<file path="src/rtl/uart_pkg.sv">
// Shared UART definitions: receiver FSM states and parity modes.
package uart_pkg;

  typedef enum logic [2:0] {
    IDLE,
    START,
    DATA,
    PARITY,
    STOP,
    BREAK_WAIT
  } rx_state_e;

  localparam int PAR_NONE = 0;
  localparam int PAR_ODD  = 1;
  localparam int PAR_EVEN = 2;

endpackage

</file>
<file path="src/rtl/sync_2ff.sv">
// Two-flop synchronizer for asynchronous single-bit inputs.
module sync_2ff #(
  parameter logic RST_VAL = 1'b0
) (
  input  logic clk,
  input  logic reset_n,
  input  logic d,
  output logic q
);

  logic meta;

  always_ff @(posedge clk or negedge reset_n) begin
    if (!reset_n) begin
      meta <= RST_VAL;
      q    <= RST_VAL;
    end else begin
      meta <= d;
      q    <= meta;
    end
  end

endmodule

</file>
<file path="src/rtl/uart_rx.sv">
// UART receiver: oversampled start/data/parity/stop recovery
// into a single-entry valid/ready output register.
module uart_rx #(
  parameter int DATA_BITS  = 8,
  parameter int OVS_FACTOR = 16,
  parameter int PARITY     = 0
) (
  input  logic                 clk,
  input  logic                 reset_n,
  input  logic                 tick_16x,
  input  logic                 rx,
  output logic [DATA_BITS-1:0] rx_data,
  output logic                 rx_valid,
  input  logic                 rx_ready,
  output logic                 parity_err,
  output logic                 frame_err,
  output logic                 overrun
);
  import uart_pkg::*;

  localparam int TW = $clog2(OVS_FACTOR);
  localparam int BW = $clog2(DATA_BITS + 1);
  localparam logic [TW-1:0] T_MID  = TW'(OVS_FACTOR / 2 - 1);
  localparam logic [TW-1:0] T_END  = TW'(OVS_FACTOR - 1);
  localparam logic [BW-1:0] B_LAST = BW'(DATA_BITS - 1);

  if (OVS_FACTOR < 4 ||
      (OVS_FACTOR & (OVS_FACTOR - 1)) != 0) begin : g_ovs_bad
    $fatal(1, "uart_rx: OVS_FACTOR must be a power of 2, >= 4");
  end
  if (PARITY < 0 || PARITY > 2) begin : g_par_bad
    $fatal(1, "uart_rx: PARITY must be 0, 1 or 2");
  end
  if (DATA_BITS < 5 || DATA_BITS > 9) begin : g_dbits_bad
    $fatal(1, "uart_rx: DATA_BITS must be 5..9");
  end

  logic rx_s;

  sync_2ff #(.RST_VAL(1'b1)) u_sync (
    .clk     (clk),
    .reset_n (reset_n),
    .d       (rx),
    .q       (rx_s)
  );

  rx_state_e            state;
  logic [TW-1:0]        tick_cnt;
  logic [BW-1:0]        bit_cnt;
  logic [DATA_BITS-1:0] shreg;
  logic                 par_bad;
  logic                 commit;
  logic                 free;

  assign commit = tick_16x && state == STOP &&
                  tick_cnt == T_END;
  assign free   = !rx_valid || rx_ready;

  // tick_cnt wraps naturally at OVS_FACTOR-1
  always_ff @(posedge clk or negedge reset_n) begin
    if (!reset_n) begin
      state    <= IDLE;
      tick_cnt <= '0;
      bit_cnt  <= '0;
      shreg    <= '0;
      par_bad  <= 1'b0;
    end else if (tick_16x) begin
      tick_cnt <= tick_cnt + 1'b1;
      case (state)
        IDLE: begin
          tick_cnt <= '0;
          if (!rx_s) state <= START;
        end
        START: begin
          if (tick_cnt == T_MID) begin
            tick_cnt <= '0;
            bit_cnt  <= '0;
            par_bad  <= 1'b0;
            state    <= rx_s ? IDLE : DATA;
          end
        end
        DATA: begin
          if (tick_cnt == T_END) begin
            shreg   <= {rx_s, shreg[DATA_BITS-1:1]};
            bit_cnt <= bit_cnt + 1'b1;
            if (bit_cnt == B_LAST)
              state <= (PARITY != PAR_NONE) ?
                       uart_pkg::PARITY : STOP;
          end
        end
        uart_pkg::PARITY: begin
          if (tick_cnt == T_END) begin
            par_bad <= (PARITY == PAR_ODD) ?
                       ~(^shreg ^ rx_s) : (^shreg ^ rx_s);
            state   <= STOP;
          end
        end
        STOP: begin
          if (tick_cnt == T_END)
            state <= rx_s ? IDLE : BREAK_WAIT;
        end
        BREAK_WAIT: begin
          tick_cnt <= '0;
          if (rx_s) state <= IDLE;
        end
        default: state <= IDLE;
      endcase
    end
  end

  always_ff @(posedge clk or negedge reset_n) begin
    if (!reset_n) begin
      rx_data    <= '0;
      rx_valid   <= 1'b0;
      parity_err <= 1'b0;
      frame_err  <= 1'b0;
      overrun    <= 1'b0;
    end else begin
      overrun <= commit && !free;
      if (commit && free) begin
        rx_data    <= shreg;
        rx_valid   <= 1'b1;
        parity_err <= par_bad;
        frame_err  <= ~rx_s;
      end else if (rx_ready) begin
        rx_valid <= 1'b0;
      end
    end
  end

endmodule

</file>
<file path="config.mk">
export PLATFORM = sky130hd
export DESIGN_NAME = uart_rx
export DESIGN_NICKNAME = d
export VERILOG_FILES = /design/src/rtl/uart_pkg.sv /design/src/rtl/sync_2ff.sv /design/src/rtl/uart_rx.sv
export SDC_FILE = /design/constraint.sdc
export NUM_CORES = 1
export LEC_CHECK = 0
export ABC_AREA = 1
export CAP_MARGIN = 20
export CORE_ASPECT_RATIO = 0.7
export CORE_MARGIN = 10
export CORE_UTILIZATION = 45
export DETAILED_ROUTE_END_ITERATION = 6
export GPL_TIMING_DRIVEN = 0
export MAX_ROUTING_LAYER = met4
export PLACE_DENSITY = 0.71
export SLEW_MARGIN = 20
export SYNTH_ARGS = -nofsm -noshare
export SYNTH_HDL_FRONTEND = slang
export SYNTH_SLANG_ARGS = --single-unit
</file>
<file path="constraint.sdc">
create_clock -name clk -period 2.1 [get_ports clk]
set_clock_uncertainty 0.2 [all_clocks]
set_input_delay 0.42 -clock clk [delete_from_list [all_inputs] [get_ports clk]]
set_output_delay 0.42 -clock clk [all_outputs]
set_load 0.01 [all_outputs]
</file>
==> flow_summary.yaml <==
yosys:
  ys_ff_latch: 34
  synthFlopType: "dfrtp_1"
  synth_area_leaders: "dfrtp_1 44%, nand2_1 11%, o21ai_2 6.2%, nand2_2 5.1%, o21ai_1 4.4%"
  syn_area_per_cell_sq_um: 9.02
  synth-async-reset-ratio_pct: 100
  ys_seq_area_share_pct: 46.8
  syn_nets: 209
  yosysTopAreaCell: "dfrtp_1"
  synth_top_area_share_pct: 43.9
  synth_cell_types: 30
  synth-edff-count: 0
  postSynthCellCount: 202
  syn_area_sq_mm: 0.00182
  yosys_warnings: 0
sta:
  rsz0062_at_grt: "false"
  post-route-min-period_ns: 1.82
  hold_viol: 0
  hold_slack_ns: 0.157
  fmax_mhz: 549
  slew_headroom_pct: 72.6
  finalCritPeriodShare_pct: 86.7
  worst_slew_pin_slew_ns: 0.412
  setup_viol: 0
  slew_viol_final: 0
critical_path:
  cp_data_required_time_ns: 1.48
  worstReg2RegEnd: "rx_data[2]$_DFFE_PN0P_"
  start_kind: "flop"
  ff2ff_path_depth: 9
  crit_path_end_kind: "output pin"
  r2r-start: "tick_cnt[0]$_DFFE_PN0P_"
  critPathTopFamily: "buffers and inverters"
  crit_chain: "clkdlybuf4s50_1"
  path_buf_inv: 1
  critical_path_class: "reg -> out"
  regToRegSetupSlack_ns: 0.29
  crit_path_max_fanout: 2
  critPathSlowestCell: "clkdlybuf4s50_1"
  max_stage_delay_ns: 0.55
  cp.arrival_ns: 1.20
pwr:
  power.switching_w: 0.000620
  switching_share_pct: 33.3
  p_comb_share_pct: 28.1
  power_density_mw_per_mm2: 851
  p_int_w: 0.00124
  clockPowerShare_pct: 31.0
  leakage_nw: 1.04
  vdd_ir_drop_max_v: 0.000505
  pwr-share-seq_pct: 40.8
cts:
  htreeDepth: 2
  root_buffer: "clkbuf_8"
  clock-sinks: 34
  clock_path_buffers: 2
  cts_buffers: 5
  insertion_delay_ns: 0.28
  cts_resized: 0
  clkTransAtPathRegs_ns: 0.07
  tritoncts: "built"
  postCtsHoldBufs: 1
  postCtsSetupBuffers: 0
final_layout:
  finalNonFillerCells: 280
  fin_nets: 234
  postLayoutCellArea_sq_mm: 0.00219
  nFillCells: 350
  area_growth_syn_to_layout_pct: 20.1
  antennaDiodeCount: 0
  drive_gt1_share_pct: 27.6
floorplanning:
  start_util_pct: 46.5
  pin_count: 17
  die_area_sq_mm: 0.00704
  std_cell_rows: 19
  coreArea_sq_mm: 0.00392
  die_y_microns: 73.3
  die_w_microns: 96.1
outcome:
  status: "completed"
route:
  wl_microns: 3410
  viasPerCell: 4.81
  routedWlPerCell_microns: 12.2
  drtIter0Drc: 76
  vias: 1346
  firstDrtPassIters: 4
  ant_nets: 0
  route.detailed.drc: 0
global_route:
  grt_usage_pct: 10.5
  overflow: 0
  grt_first_pass_wirelength_microns: 5640
  grt_pass1_vias: 1182
  grt_max_degree: 20
  antenna_found_initial: 0
hold_path:
  hp-class: "reg -> reg"
  hold_start: "u_sync.meta$_DFF_PN1_"
  worstHoldPathCells: 0
  worstHoldEndpoint: "u_sync.q$_DFF_PN1_"
place:
  portBuffers: 16
  place_area_sq_mm: 0.00207
  hpwl_microns: 2650
  finalWeightedCongestion: 0.820
  placed_cells: 271
run:
  cap_viol_max_count: 0
==> metrics by stage <==
| stage | setup WS [ns] | power (W) | utilization [%] | TNS [ns] |
|---|---|---|---|---|
| 2_1_floorplan | 0.468 | 0.00118 | - | 0 |
| 3_3_place_gp | -0.293 | 0.00128 | 52.2 | -9.32 |
| 3_5_place_dp | 0.00675 | 0.00130 | 52.8 | 0 |
| 4_1_cts | 0.265 | 0.00188 | 55.8 | 0 |
| 5_1_grt | 0.160 | 0.00198 | 55.8 | 0 |
| 6_report | 0.279 | 0.00186 | 55.8 | 0 |
==> layer usage <==
metal	vias up	part of all wire (%)	global-route usage, %
met2	28	38	13.5
met4	0	1.9	4.40
li1	714	-	-
met1	595	54	15.1
met5	-	0	-
met3	9	5.9	2.54
==> synthesized netlist by cell type (all sizes together) (2+ instances only) <==
cell type,number
nand2,67
dfrtp,32
o211ai,2
nor2,5
buf,5
nor3,2
dfstp,2
nand4,3
ha,2
a21oi,6
inv,23
xor2,3
nand3,12
o21ai,33
==> how the worst max path moves through the flow <==
stage	start	endpoint	slack, ns	cells past startpoint
2_1_floorplan	tick_cnt[0]$_DFFE_PN0P_	rx_data[4]$_DFFE_PN0P_	0.47	9
3_3_place_gp	reset_n	rx_data[7]$_DFFE_PN0P_	-0.29	1
3_5_place_dp	tick_16x	rx_data[5]$_DFFE_PN0P_	0.007	7
4_1_cts	frame_err$_DFFE_PN0P_	frame_err	0.27	1
5_1_grt	tick_cnt[0]$_DFFE_PN0P_	rx_data[2]$_DFFE_PN0P_	0.16	9
6_report	frame_err$_DFFE_PN0P_	frame_err	0.28	1
==> state kept, by name (all words and copies together), names as in the netlist <==
register	flops
parity_err	1
rx_data	8
overrun	1
state	3
shreg	8
tick_cnt	4
frame_err	1
par_bad	1
bit_cnt	4
u_sync.q	1
u_sync.meta	1
rx_valid	1
==> cell families (layout without fill, tap and decap cells) <==
family	Yosys count	in the layout	synth area share [%]
AO/OA/AOI/OAI	41	41	14.4
multiplexers	1	1	0.549
buffers and inverters	28	54	8.10
flip-flops	34	34	46.8
adder cells (fa/ha/maj)	2	2	1.37
AND/OR/NAND/NOR	92	92	26.8
XOR/XNOR	4	4	1.92
==> final cells by class <==
type	instances	area (sq um)	share of cell area [%]
clock inverter	3	40.0	1.83
multi-input combinational	140	822	37.5
buffer	5	56.3	2.57
inverter	23	91.3	4.17
tap	52	65.1	2.97
sequential	34	853	39.0
clock buffer	5	68.8	3.14
timing repair buffer	18	193	8.80
==> power by group through the flow <==
stage | clock network [W] | registers [W] | logic (W)
after global routing | 0.000622 | 0.000766 | 0.000587
after detailed placement | 0 | 0.000773 | 0.000523
after floorplan | 0 | 0.000762 | 0.000419
after CTS | 0.000593 | 0.000761 | 0.000527
after global placement | 0 | 0.000770 | 0.000509
final | 0.000578 | 0.000761 | 0.000524
==> placed cells by master (no fill, tap or decap), types with 2 or more instances in the layout <==
| cell | instances |
|---|---|
| clkinv_2 | 2 |
| ha_1 | 2 |
| o211ai_1 | 2 |
| nand4_1 | 2 |
| nor2_2 | 2 |
| nand3_1 | 12 |
| nand2_2 | 15 |
| dfstp_2 | 2 |
| inv_2 | 6 |
| xor2_1 | 3 |
| clkdlybuf4s50_1 | 15 |
| o21ai_0 | 4 |
| o21ai_2 | 13 |
| inv_4 | 2 |
| inv_1 | 15 |
| nor2_8 | 2 |
| dfrtp_1 | 32 |
| o21ai_1 | 16 |
| buf_6 | 5 |
| nand2_1 | 51 |
| a21oi_1 | 5 |
| clkbuf_8 | 5 |
Power figures use the tool's default switching activity.
